[config.mk]
export PLATFORM = sky130hd
export DESIGN_NAME = game_state
export DESIGN_NICKNAME = d
export VERILOG_FILES = /design/src/rtl/game_state_pkg.sv /design/src/rtl/game_state_rise_edge.sv /design/src/rtl/game_state.sv
export SDC_FILE = /design/constraint.sdc
export NUM_CORES = 1
export LEC_CHECK = 0
export BUFFER_PORTS_ARGS = -buffer_cell sky130_fd_sc_hd__buf_2
export CAP_MARGIN = 10
export CELL_PAD_IN_SITES_DETAIL_PLACEMENT = 1
export CELL_PAD_IN_SITES_GLOBAL_PLACEMENT = 1
export CORE_MARGIN = 2
export CORE_UTILIZATION = 42
export DETAILED_ROUTE_END_ITERATION = 16
export PLACE_DENSITY = 0.86
export SLEW_MARGIN = 10
export SYNTH_ARGS = -nofsm -noshare
export SYNTH_HDL_FRONTEND = slang
export SYNTH_SLANG_ARGS = --single-unit
[constraint.sdc]
create_clock -name clk -period 2.07 [get_ports clk]
set_input_delay 0.3105 -clock clk [delete_from_list [all_inputs] [get_ports clk]]
set_output_delay 0.3105 -clock clk [all_outputs]
set_load 0.01 [all_outputs]
[src/rtl/game_state_pkg.sv]
// Shared definitions for the Arkanoid game-phase controller: state encoding and sizing helper.
package game_state_pkg;

  // Encoding is shared with the renderers and the ball logic; keep the values stable.
  typedef enum logic [2:0] {
    ST_INIT  = 3'd0,
    ST_SERVE = 3'd1,
    ST_PLAY  = 3'd2,
    ST_DEAD  = 3'd3,
    ST_WIN   = 3'd4
  } state_t;

  function automatic int unsigned max_u(input int unsigned a, input int unsigned b);
    return (a > b) ? a : b;
  endfunction

endpackage

[src/rtl/game_state_rise_edge.sv]
// Registered 0->1 detector; the previous-value register resets to RST_VAL so a level
// already high when reset is released does not produce an edge.
module game_state_rise_edge #(
  parameter logic RST_VAL = 1'b1
) (
  input  logic clk,
  input  logic rst_n,
  input  logic i_d,
  output logic o_rise_c
);

  logic r_prev;

  always_ff @(posedge clk) begin
    if (!rst_n) r_prev <= RST_VAL;
    else        r_prev <= i_d;
  end

  assign o_rise_c = i_d & ~r_prev;

endmodule

[src/rtl/game_state.sv]
// Game-phase controller: title/serve/play/game-over/victory sequencing, lives and brick
// bookkeeping, and the message/enable flags for the display and ball logic.
module game_state
  import game_state_pkg::*;
#(
  parameter int unsigned NUM_BRICKS   = 48,
  parameter int unsigned LIVES        = 3,
  parameter int unsigned SERVE_FRAMES = 60,
  parameter int unsigned HOLD_FRAMES  = 120
) (
  input  logic                              clk,
  input  logic                              rst_n,
  input  logic                              frame_tick,
  input  logic                              start_btn,
  input  logic                              brick_hit,
  input  logic                              ball_lost,
  output logic                              init,
  output logic                              dead,
  output logic                              win,
  output logic                              playing,
  output logic                              serve,
  output logic [2:0]                        lives,
  output logic [$clog2(NUM_BRICKS+1)-1:0]   bricks_left
);

  localparam int unsigned BW   = $clog2(NUM_BRICKS + 1);
  localparam int unsigned FMAX = max_u(SERVE_FRAMES, HOLD_FRAMES);
  localparam int unsigned FW   = $clog2(FMAX + 1);

  state_t          r_state;
  state_t          w_state_nxt;
  logic [2:0]      r_lives;
  logic [2:0]      w_lives_nxt;
  logic [BW-1:0]   r_bricks;
  logic [BW-1:0]   w_bricks_nxt;
  logic [FW-1:0]   r_frames;
  logic [FW-1:0]   w_frames_nxt;
  logic [FW-1:0]   w_frame_cap;
  logic            r_init;
  logic            r_dead;
  logic            r_win;
  logic            r_playing;
  logic            r_serve;
  logic            w_init_nxt;
  logic            w_dead_nxt;
  logic            w_win_nxt;
  logic            w_playing_nxt;
  logic            w_serve_nxt;
  logic            w_start;
  logic            w_hit;
  logic            w_lost;
  logic            w_hold_done;

  game_state_rise_edge #(
    .RST_VAL (1'b1)
  ) u_start_edge (
    .clk      (clk),
    .rst_n    (rst_n),
    .i_d      (start_btn),
    .o_rise_c (w_start)
  );

  // Counters never go below zero, so a pulse against an empty counter is dropped.
  assign w_hit       = brick_hit && (r_bricks != '0);
  assign w_lost      = ball_lost && (r_lives != '0);
  assign w_hold_done = (r_frames == FW'(HOLD_FRAMES));

  // State register.
  always_ff @(posedge clk) begin
    if (!rst_n) r_state <= ST_INIT;
    else        r_state <= w_state_nxt;
  end

  // Next-state and counter next values.
  always_comb begin
    w_state_nxt  = r_state;
    w_lives_nxt  = r_lives;
    w_bricks_nxt = r_bricks;
    w_frame_cap  = FW'(SERVE_FRAMES);
    case (r_state)
      ST_INIT: begin
        if (w_start) w_state_nxt = ST_SERVE;
      end
      ST_SERVE: begin
        if (frame_tick && (r_frames == FW'(SERVE_FRAMES - 1))) w_state_nxt = ST_PLAY;
      end
      ST_PLAY: begin
        if (w_hit) w_bricks_nxt = r_bricks - BW'(1);
        // Clearing the wall wins outright, even if the ball was lost in the same cycle.
        if (w_hit && (r_bricks == BW'(1))) begin
          w_state_nxt = ST_WIN;
        end else if (w_lost) begin
          w_lives_nxt = r_lives - 3'd1;
          w_state_nxt = (r_lives == 3'd1) ? ST_DEAD : ST_SERVE;
        end
      end
      ST_DEAD, ST_WIN: begin
        w_frame_cap = FW'(HOLD_FRAMES);
        if (w_start && w_hold_done) w_state_nxt = ST_INIT;
      end
      default: w_state_nxt = ST_INIT;
    endcase

    if ((r_state == ST_INIT) || (w_state_nxt == ST_INIT)) begin
      w_lives_nxt  = 3'(LIVES);
      w_bricks_nxt = BW'(NUM_BRICKS);
    end

    if (w_state_nxt != r_state)                    w_frames_nxt = '0;
    else if (frame_tick && (r_frames < w_frame_cap)) w_frames_nxt = r_frames + FW'(1);
    else                                           w_frames_nxt = r_frames;
  end

  // Output next values, decoded from the upcoming state so flags track it with no extra lag.
  always_comb begin
    w_init_nxt    = 1'b0;
    w_dead_nxt    = 1'b0;
    w_win_nxt     = 1'b0;
    w_playing_nxt = 1'b0;
    w_serve_nxt   = 1'b0;
    case (w_state_nxt)
      ST_INIT:  w_init_nxt    = 1'b1;
      ST_SERVE: w_serve_nxt   = (r_state != ST_SERVE);
      ST_PLAY:  w_playing_nxt = 1'b1;
      ST_DEAD:  w_dead_nxt    = 1'b1;
      ST_WIN:   w_win_nxt     = 1'b1;
      default:  w_init_nxt    = 1'b1;
    endcase
  end

  always_ff @(posedge clk) begin
    if (!rst_n) begin
      r_lives   <= 3'(LIVES);
      r_bricks  <= BW'(NUM_BRICKS);
      r_frames  <= '0;
      r_init    <= 1'b1;
      r_dead    <= 1'b0;
      r_win     <= 1'b0;
      r_playing <= 1'b0;
      r_serve   <= 1'b0;
    end else begin
      r_lives   <= w_lives_nxt;
      r_bricks  <= w_bricks_nxt;
      r_frames  <= w_frames_nxt;
      r_init    <= w_init_nxt;
      r_dead    <= w_dead_nxt;
      r_win     <= w_win_nxt;
      r_playing <= w_playing_nxt;
      r_serve   <= w_serve_nxt;
    end
  end

  assign init        = r_init;
  assign dead        = r_dead;
  assign win         = r_win;
  assign playing     = r_playing;
  assign serve       = r_serve;
  assign lives       = r_lives;
  assign bricks_left = r_bricks;

endmodule

==> flow_metrics.py, run 1 <==
metrics = {
    "floorplanning": {
        "rows": 20,
        "die_x_um": 60.9,
        "start_util": 0.441,
        "die_height_um": 60.9,
        "pin_count": 20,
        "coreArea_um2": 3080,
        "dieArea_um2": 3710,
    },
    "cells_and_area": {
        "final_common_cell": "buf_4",
        "antenna_cells": 0,
        "drive_gt1_frac": 0.372,
        "fin_util": 0.574,
        "syn2layout_area_growth_pct": 30.0,
        "final_cell_mix": "buf_4 (23), dfxtp_1 (20), buf_2 (19), nor2_1 (14)",
        "fillers": 361,
        "fin_nets": 204,
        "final_cells": 232,
    },
    "power": {
        "ir_worst_vdd_v": 0.000477,
        "total_power_uw": 801,
        "leakagePower_uw": 0.000736,
        "pwr_density_cell_nw_per_um2": 453,
    },
    "detailed_routing": {
        "dr.pass1.iters": 4,
        "drt-total-wl_um": 3870,
        "wl_per_cell_um": 16.7,
        "drtAntennaViolNets": 0,
        "post-route-drc-count": 0,
        "vias": 1229,
        "drt-initial-drc-count": 32,
        "via_per_inst": 5.30,
    },
    "sta": {
        "fin_crit_sh": 0.976,
        "maxSlewHeadroom": 0.740,
        "setup_viol": 0,
        "worst_clock_skew_ns": 0.00526,
        "tightest_slew_ns": 0.387,
        "min_period_ns": 2.02,
        "whs_ns": 0.204,
        "hold_viol_final": 0,
        "tns_ns": 0,
        "drv_slew": 0,
        "fmax_mhz": 495,
    },
    "synth": {
        "synth_top_flop_cell": "dfxtp_1",
        "synth_seq_cells": 25,
        "syn_area_um2": 1360,
        "synthesis.nets": 160,
        "synth.yosys.seq_area_share": 0.368,
        "ys_warn_count": 0,
        "synthArstFlopShare": 0,
        "syn-instance-count": 145,
        "postSynthAreaPerCell_um2": 9.37,
        "synth.distinct_cells": 44,
        "synth_edf_count": 0,
    },
    "run_status": {
        "status": "completed",
    },
    "critical_path": {
        "endpoint_kind": "flop",
        "r2r_cells": 8,
        "required_ns": 2.29,
        "critical_path_class": "flop to flop",
        "worst_ep_arrival_time_ns": 2.24,
        "worstPathCellList": "inv_4, ha_1, and3b_2, a221oi_4, or3_4, nor4_4, buf_4, or3_1",
        "timing.rr.end": "lives[1]",
        "slowest_delay_ns": 0.40,
        "rr_startpoint": "bricks_left[1]",
        "cpMaxStageDelayCell": "dfxtp_4",
        "cp-start-kind": "flop",
        "r2r_slack_ns": 0.05,
        "cp_max_fo": 6,
    },
    "clock_network": {
        "cts_buffers": 3,
        "htree_levels": 1,
        "clockBufferDepth": 2,
        "insertion_delay_ns": 0.32,
        "cts_sinks": 25,
        "cts_root_buf": "clkbuf_4",
        "clk_pin_slew_ns": 0.14,
        "cts_hold_buf": 0,
        "cts_tree": "done",
    },
    "placed_design": {
        "place_congestion": 0.846,
        "place_inst": 217,
        "numPortBuffers": 19,
        "dp_hpwl_um": 2640,
    },
    "flow_run": {
        "maxCapViolations": 0,
    },
    "grt": {
        "grt_pass1_wl_um": 6010,
        "grt_remaining_overflow": 0,
        "grt_pass1_vias": 1245,
        "grtUsageTotal": 0.219,
        "grt_max_degree": 14,
        "antenna_found_initial": 0,
    },
    "hold_path": {
        "whs_endpoint": "u_start_edge.r_prev",
        "hold_path_class": "input pin to flop",
        "min_from": "start_btn",
        "worstHoldPathCells": 2,
    },
}
==> where the power goes <==
part | leakage [uW] | total (uW) | internal [uW] | switching (uW)
Sequential | 0.000204 | 495 | 488 | 6.76
Clock | 0.0000150 | 224 | 75.5 | 149
Combinational | 0.000517 | 81.9 | 38.5 | 43.4
Total | 0.000736 | 801 | 602 | 199
==> state kept, by name, indices dropped and copies added, names as in the netlist <==
register and count:
bricks_left 6, dead 1, init 1, lives 3
playing 1, r_frames 7, r_state 3, serve 1
u_start_edge.r_prev 1, win 1
==> Yosys cell counts (2+ instances only) <==
cell type / number / share of area
dfxtp_1: 25 / 0.37
o21a_1: 3 / 0.017
nor4_4: 2 / 0.031
xnor2_1: 8 / 0.052
a221oi_1: 3 / 0.019
nand4_1: 3 / 0.014
and2_1: 4 / 0.018
o21ai_0: 3 / 0.011
ha_1: 9 / 0.083
and3b_1: 4 / 0.026
xor2_1: 4 / 0.026
mux2i_1: 2 / 0.015
nand2b_1: 3 / 0.014
inv_1: 9 / 0.025
nand4b_1: 3 / 0.019
nor2b_1: 4 / 0.018
nor2_1: 17 / 0.047
nor3_1: 6 / 0.022
nand2_1: 5 / 0.014
or3_1: 4 / 0.018
==> metal layers <==
layer,vias up,global-route usage,routed length [um]
met5,-,0,0
met4,0,0.0373,19
met3,2,0.0512,93
met2,16,0.402,2120
met1,609,0.262,1640
li1,602,-,-
==> cells by family after synthesis <==
logic type | after synthesis | share of synthesized area
compound gates | 22 | 0.127
xor+xnor | 12 | 0.0773
fa+ha+maj | 9 | 0.0829
buf+inv | 12 | 0.0396
flops | 25 | 0.368
mux | 2 | 0.0147
simple gates | 63 | 0.290
==> stage by stage <==
step	cell area (um2)	setup slack, ns
floorplan	1360	0.0894
global placement	1580	0.0380
detailed placement	1580	-0.129
CTS	1650	0.00285
global route	1770	-0.0258
finish	1770	0.0488
==> how the worst max path moves through the flow <==
stage / end / depth (start not counted) / slack, ns / start
3_3_place_gp: lives[0] / 8 / 0.04 / bricks_left[1]
5_1_grt: bricks_left[1] / 8 / -0.03 / bricks_left[1]
6_report: lives[1] / 8 / 0.05 / bricks_left[1]
4_1_cts: lives[1] / 8 / 0.003 / bricks_left[0]
2_1_floorplan: bricks_left[0] / 7 / 0.09 / bricks_left[0]
3_5_place_dp: bricks_left[5] / 8 / -0.13 / bricks_left[1]
==> worst max-delay path: cells and delay by family (launching register included) <==
family / cells / cell delay [ns]
AND/OR/NAND/NOR: 4 / 0.80
flip-flops: 1 / 0.40
AO/OA/AOI/OAI: 1 / 0.31
buffers and inverters: 2 / 0.22
adder cells (fa/ha/maj): 1 / 0.19
==> area by class of cell <==
cell class / instances / area (um2) / share of cell area
well taps: 44 / 55.1 / 0.0312
repair buffers: 42 / 268 / 0.152
clock buffers: 4 / 26.3 / 0.0149
inverters: 9 / 36.3 / 0.0205
multi-input cells: 108 / 872 / 0.494
flip-flops and latches: 25 / 509 / 0.288
==> repair_timing <==
| action | in CTS | in global routing |
|---|---|---|
| hold endpoints to repair | 0 | 0 |
| gates resized for setup | 8 | 16 |
| pin swaps | 4 | 16 |
| buffers inserted | 3 | 10 |
| setup endpoints to repair | 16 | 12 |
Power figures use the tool's default switching activity.
==> inputs of run 2 (changes only) <==
--- a/config.mk
+++ b/config.mk
@@ -5,14 +5,14 @@
 export SDC_FILE = /design/constraint.sdc
 export NUM_CORES = 1
 export LEC_CHECK = 0
-export BUFFER_PORTS_ARGS = -buffer_cell sky130_fd_sc_hd__buf_2
 export CAP_MARGIN = 10
 export CELL_PAD_IN_SITES_DETAIL_PLACEMENT = 1
 export CELL_PAD_IN_SITES_GLOBAL_PLACEMENT = 1
 export CORE_MARGIN = 2
-export CORE_UTILIZATION = 42
+export CORE_UTILIZATION = 44
 export DETAILED_ROUTE_END_ITERATION = 16
-export PLACE_DENSITY = 0.86
+export DONT_BUFFER_PORTS = 1
+export PLACE_DENSITY = 0.82
 export SLEW_MARGIN = 10
 export SYNTH_ARGS = -nofsm -noshare
 export SYNTH_HDL_FRONTEND = slang
==> flow_metrics.py, run 2 (synthesis gave the netlist of run 1 again) <==
metrics = {
    "run_status": {
        "status": "completed",
    },
    "critical_path": {
        "endpoint_kind": "flop",
        "critical_path_class": "flop to flop",
        "required_ns": 2.29,
        "cp_max_fo": 10,
        "rr_startpoint": "r_frames[0]",
        "cpMaxStageDelayCell": "a21oi_1",
        "cp-start-kind": "flop",
        "setup.worst_path.start": "r_frames[0]",
        "worst-path-buf-inv": 2,
        "worstPathCellList": "inv_1, ha_1, nand4b_1, nor2_1, a21oi_1, nor4_4, buf_6, or3_1",
        "critPathTopFamily": "simple AND/OR/NAND/NOR gates",
        "slowest_delay_ns": 0.40,
        "worst_ep_arrival_time_ns": 2.24,
    },
    "flow_run": {
        "maxCapViolations": 0,
    },
    "clock_network": {
        "htree_levels": 1,
        "insertion_delay_ns": 0.33,
        "cts_sinks": 25,
        "cts_buffers": 3,
        "cts_root_buf": "clkbuf_4",
        "clockBufferDepth": 2,
        "cts_hold_buf": 0,
        "clk_pin_slew_ns": 0.14,
        "cts_tree": "done",
    },
    "detailed_routing": {
        "vias": 1096,
        "drt-initial-drc-count": 31,
        "routed.top_layer": "met4",
        "wl_per_cell_um": 16.7,
        "dr.pass1.iters": 4,
        "wl_met2_um": 1780,
        "post-route-drc-count": 0,
        "drt-total-wl_um": 3310,
        "via_per_inst": 5.54,
        "wl_met3_um": 133,
        "wl_met1_um": 1340,
        "drtAntennaViolNets": 0,
    },
    "power": {
        "intPower_uw": 592,
        "sw_frac_of_total": 0.245,
        "p_switching_uw": 192,
        "leakagePower_uw": 0.000634,
        "pwr-share-seq": 0.634,
        "p_clk_frac": 0.286,
        "pwr_density_cell_nw_per_um2": 495,
        "power_frac_comb": 0.080,
        "ir_worst_vdd_v": 0.000336,
    },
    "cells_and_area": {
        "fillers": 344,
        "antenna_cells": 0,
        "fin_nets": 181,
        "largest_reg_flops": 7,
        "final_cell_mix": "dfxtp_1 (21), buf_4 (18), nor2_1 (16), xnor2_1 (8), ha_1 (8)",
        "syn2layout_area_growth_pct": 16.6,
        "drive_gt1_frac": 0.255,
        "final_common_cell": "dfxtp_1",
        "final_cells": 198,
        "fin_util": 0.528,
        "regMostFlops": "r_frames",
    },
    "placed_design": {
        "preCtsSetupSlack_ns": -0.0199,
        "numPortBuffers": 0,
        "dp_hpwl_um": 2520,
        "place_inst": 191,
        "place_congestion": 0.851,
    },
    "floorplanning": {
        "start_util": 0.452,
        "die_x_um": 59.6,
        "pin_count": 20,
        "dieArea_um2": 3550,
        "coreArea_um2": 3000,
        "rows": 20,
        "die_height_um": 59.6,
    },
    "sta": {
        "worst_slack_ns": 0.0487,
        "maxSlewHeadroom": 0.703,
        "min_period_ns": 2.02,
        "tns_ns": 0,
        "worst_clock_skew_ns": 0.00991,
        "setup_viol": 0,
        "drv_slew": 0,
        "hold_viol_final": 0,
        "fin_crit_sh": 0.976,
        "fmax_mhz": 495,
        "whs_ns": 0.0370,
        "rsz0062_at_grt": "true",
        "tightest_slew_ns": 0.446,
    },
    "grt": {
        "grt_max_degree": 15,
        "grtUsageTotal": 0.207,
        "grt_pass1_vias": 1167,
        "grt_pass1_wl_um": 5440,
        "grt_remaining_overflow": 0,
        "antenna_found_initial": 0,
    },
    "hold_path": {
        "min_from": "rst_n",
        "hold_path_class": "input pin to flop",
    },
}
==> run 2: cell count changes in the layout (fill, tap and decap cells not counted), sizes merged <==
cell,before,now
clkbuf,4,3
buf,42,19
clkinv,0,1
==> run 2: layer usage <==
layer,vias to the layer above,track usage
met5,-,0
met4,0,0.0857
met3,5,0.0459
met2,16,0.374
met1,525,0.233
li1,550,-
==> run 2: per-stage QoR <==
step / cell area [um2] / power [uW]
2_1_floorplan: 1360 / 545
6_report: 1580 / 785
5_1_grt: 1580 / 819
3_5_place_dp: 1500 / 566
4_1_cts: 1550 / 791
3_3_place_gp: 1500 / 562
==> run 2: area by class of cell <==
type                       instances  area [um2]  share of cell area
tap                               33        41.3              0.0261
clock buffer                       3        22.5              0.0142
clock inverter                     1        5.00             0.00316
inverter                           9        33.8              0.0213
sequential                        25         505               0.319
multi-input combinational        108         830               0.524
timing repair buffer              19         146              0.0924
==> run 2: final timing paths <==
check	endpoint	slack (ns)	cells past startpoint
max	bricks_left[5]	0.05	8
min	init	0.04	1
max reg2reg	bricks_left[5]	0.05	8
min reg2reg	r_frames[2]	0.58	1
==> run 2: power groups by stage <==
stage	clock [uW]	sequential [uW]	combinational (uW)
floorplan	0	505	40.0
global placement	0	506	55.3
detailed placement	0	507	58.5
CTS	235	497	58.8
global route	251	498	69.9
finish	224	497	63.1
==> run 2: what timing repair did <==
action	4_1_cts	5_1_grt
setup endpoints to repair	5	17
hold endpoints to repair	0	0
gates resized for setup	5	9
buffers inserted	0	4
pin swaps	2	6
==> inputs of run 3 (changes only) <==
==> constraint.sdc (replaced) <==
create_clock -name clk -period 2.3 [get_ports clk]
set_input_delay 0.345 -clock clk [delete_from_list [all_inputs] [get_ports clk]]
set_output_delay 0.345 -clock clk [all_outputs]
set_load 0.01 [all_outputs]
==> flow_metrics.py, run 3 (synthesis gave the netlist of run 1 again) <==
metrics = {
    "run_status": {
        "status": "completed",
    },
    "floorplanning": {
        "dieArea_um2": 3550,
        "die_x_um": 59.6,
        "die_height_um": 59.6,
        "coreArea_um2": 3000,
        "start_util": 0.452,
        "pin_count": 20,
        "rows": 20,
    },
    "sta": {
        "worst_clock_skew_ns": 0.00459,
        "tightest_slew_ns": 0.427,
        "hold_viol_final": 0,
        "setup_viol": 0,
        "maxSlewHeadroom": 0.715,
        "min_period_ns": 2.17,
        "rsz0062_at_grt": "false",
        "drv_slew": 0,
        "tns_ns": 0,
        "fmax_mhz": 462,
        "fin_crit_sh": 0.941,
    },
    "detailed_routing": {
        "via_per_inst": 5.67,
        "post-route-drc-count": 0,
        "drt-initial-drc-count": 50,
        "drt-total-wl_um": 3070,
        "wl_per_cell_um": 16.3,
        "dr.pass1.iters": 4,
        "drtAntennaViolNets": 0,
        "vias": 1071,
    },
    "critical_path": {
        "cp-start-kind": "flop",
        "cp_common_cell": "buf_4",
        "worst_ep_arrival_time_ns": 2.39,
        "critical_path_class": "flop to flop",
        "endpoint_kind": "flop",
        "critPathTopFamily": "simple AND/OR/NAND/NOR gates",
        "worstPathCellList": "buf_4, ha_1, and3b_1, a221oi_1, or3_4, nor4_4, buf_4, or3_1",
        "required_ns": 2.53,
        "slowest_delay_ns": 0.37,
        "cp_max_fo": 10,
        "cpMaxStageDelayCell": "or3_1",
        "worst-path-buf-inv": 2,
    },
    "placed_design": {
        "place_congestion": 0.880,
        "numPortBuffers": 0,
        "dp_hpwl_um": 2470,
    },
    "grt": {
        "grt_pass1_vias": 1147,
        "grt_pass1_wl_um": 5220,
        "antenna_found_initial": 0,
        "grt_remaining_overflow": 0,
        "grtUsageTotal": 0.200,
        "grt_max_degree": 15,
    },
    "cells_and_area": {
        "largest_reg_flops": 7,
        "fin_nets": 172,
        "syn2layout_area_growth_pct": 9.21,
        "seq_area_um2": 502,
        "final_common_cell": "dfxtp_1",
        "fin_util": 0.494,
        "final_cell_mix": "dfxtp_1 (24), nor2_1 (17), buf_4 (10), inv_1 (9), ha_1 (9)",
        "antenna_cells": 0,
        "drive_gt1_frac": 0.147,
        "multi_input_area_um2": 805,
        "fillers": 369,
        "regMostFlops": "r_frames",
    },
    "power": {
        "ir_worst_vdd_v": 0.000210,
        "leakagePower_uw": 0.000581,
        "pwr_density_cell_nw_per_um2": 475,
    },
    "clock_network": {
        "insertion_delay_ns": 0.33,
        "post_cts_buffers": 0,
        "clk_pin_slew_ns": 0.14,
        "cts_root_buf": "clkbuf_4",
        "cts_tree": "done",
        "cts_sinks": 25,
        "cts_resized": 0,
        "clockBufferDepth": 2,
        "cts_hold_buf": 0,
        "cts_buffers": 3,
        "htree_levels": 1,
    },
    "flow_run": {
        "maxCapViolations": 0,
    },
    "hold_path": {
        "hold_path_class": "input pin to flop",
    },
}
==> run 3: cell types whose count changed in the layout (fill, tap and decap cells not counted), moves of 2 or more <==
cell     before  now
inv_1         7    9
dfxtp_2       4    1
dfxtp_1      21   24
buf_4        18   10
inv_2         2    0
==> run 3: final timing paths <==
check	startpoint	end	depth (start not counted)	slack (ns)
worst max-delay path	bricks_left[0]	lives[1]	8	0.13
worst min-delay path	rst_n	u_start_edge.r_prev	1	0.08
worst max register to register	bricks_left[0]	lives[1]	8	0.13
worst min register to register	bricks_left[1]	bricks_left[1]	2	0.56
==> run 3: final cells by class <==
type / count / share of cell area
Multi-Input combinational cell: 108 / 0.542
Sequential cell: 25 / 0.338
Timing Repair Buffer: 10 / 0.0506
Tap cell: 33 / 0.0278
Inverter: 9 / 0.0228
Clock buffer: 3 / 0.0152
Clock inverter: 1 / 0.00337
==> run 3: metrics by stage <==
stage,std cells,instance area (um2),setup slack (ns),hold WS [ns],total power [uW]
global route,189,1480,0.00509,0.0554,743
CTS,189,1480,0.0453,0.0669,714
global placement,185,1460,0.197,0.423,506
detailed placement,185,1460,0.0437,0.427,510
finish,189,1480,0.135,0.0771,705
floorplan,145,1360,0.319,0.418,491
==> run 3: metal layers <==
metal	track usage	share of wire	vias up
li1	-	-	536
met1	0.206	0.40	512
met2	0.366	0.53	16
met3	0.0459	0.043	7
met4	0.114	0.025	0
met5	0	0	-
==> run 3: power by group <==
| part | switching (uW) | internal (uW) |
|---|---|---|
| sequential | 6.37 | 440 |
| clock | 140 | 65.5 |
| combinational | 27.8 | 24.9 |
| total | 175 | 531 |
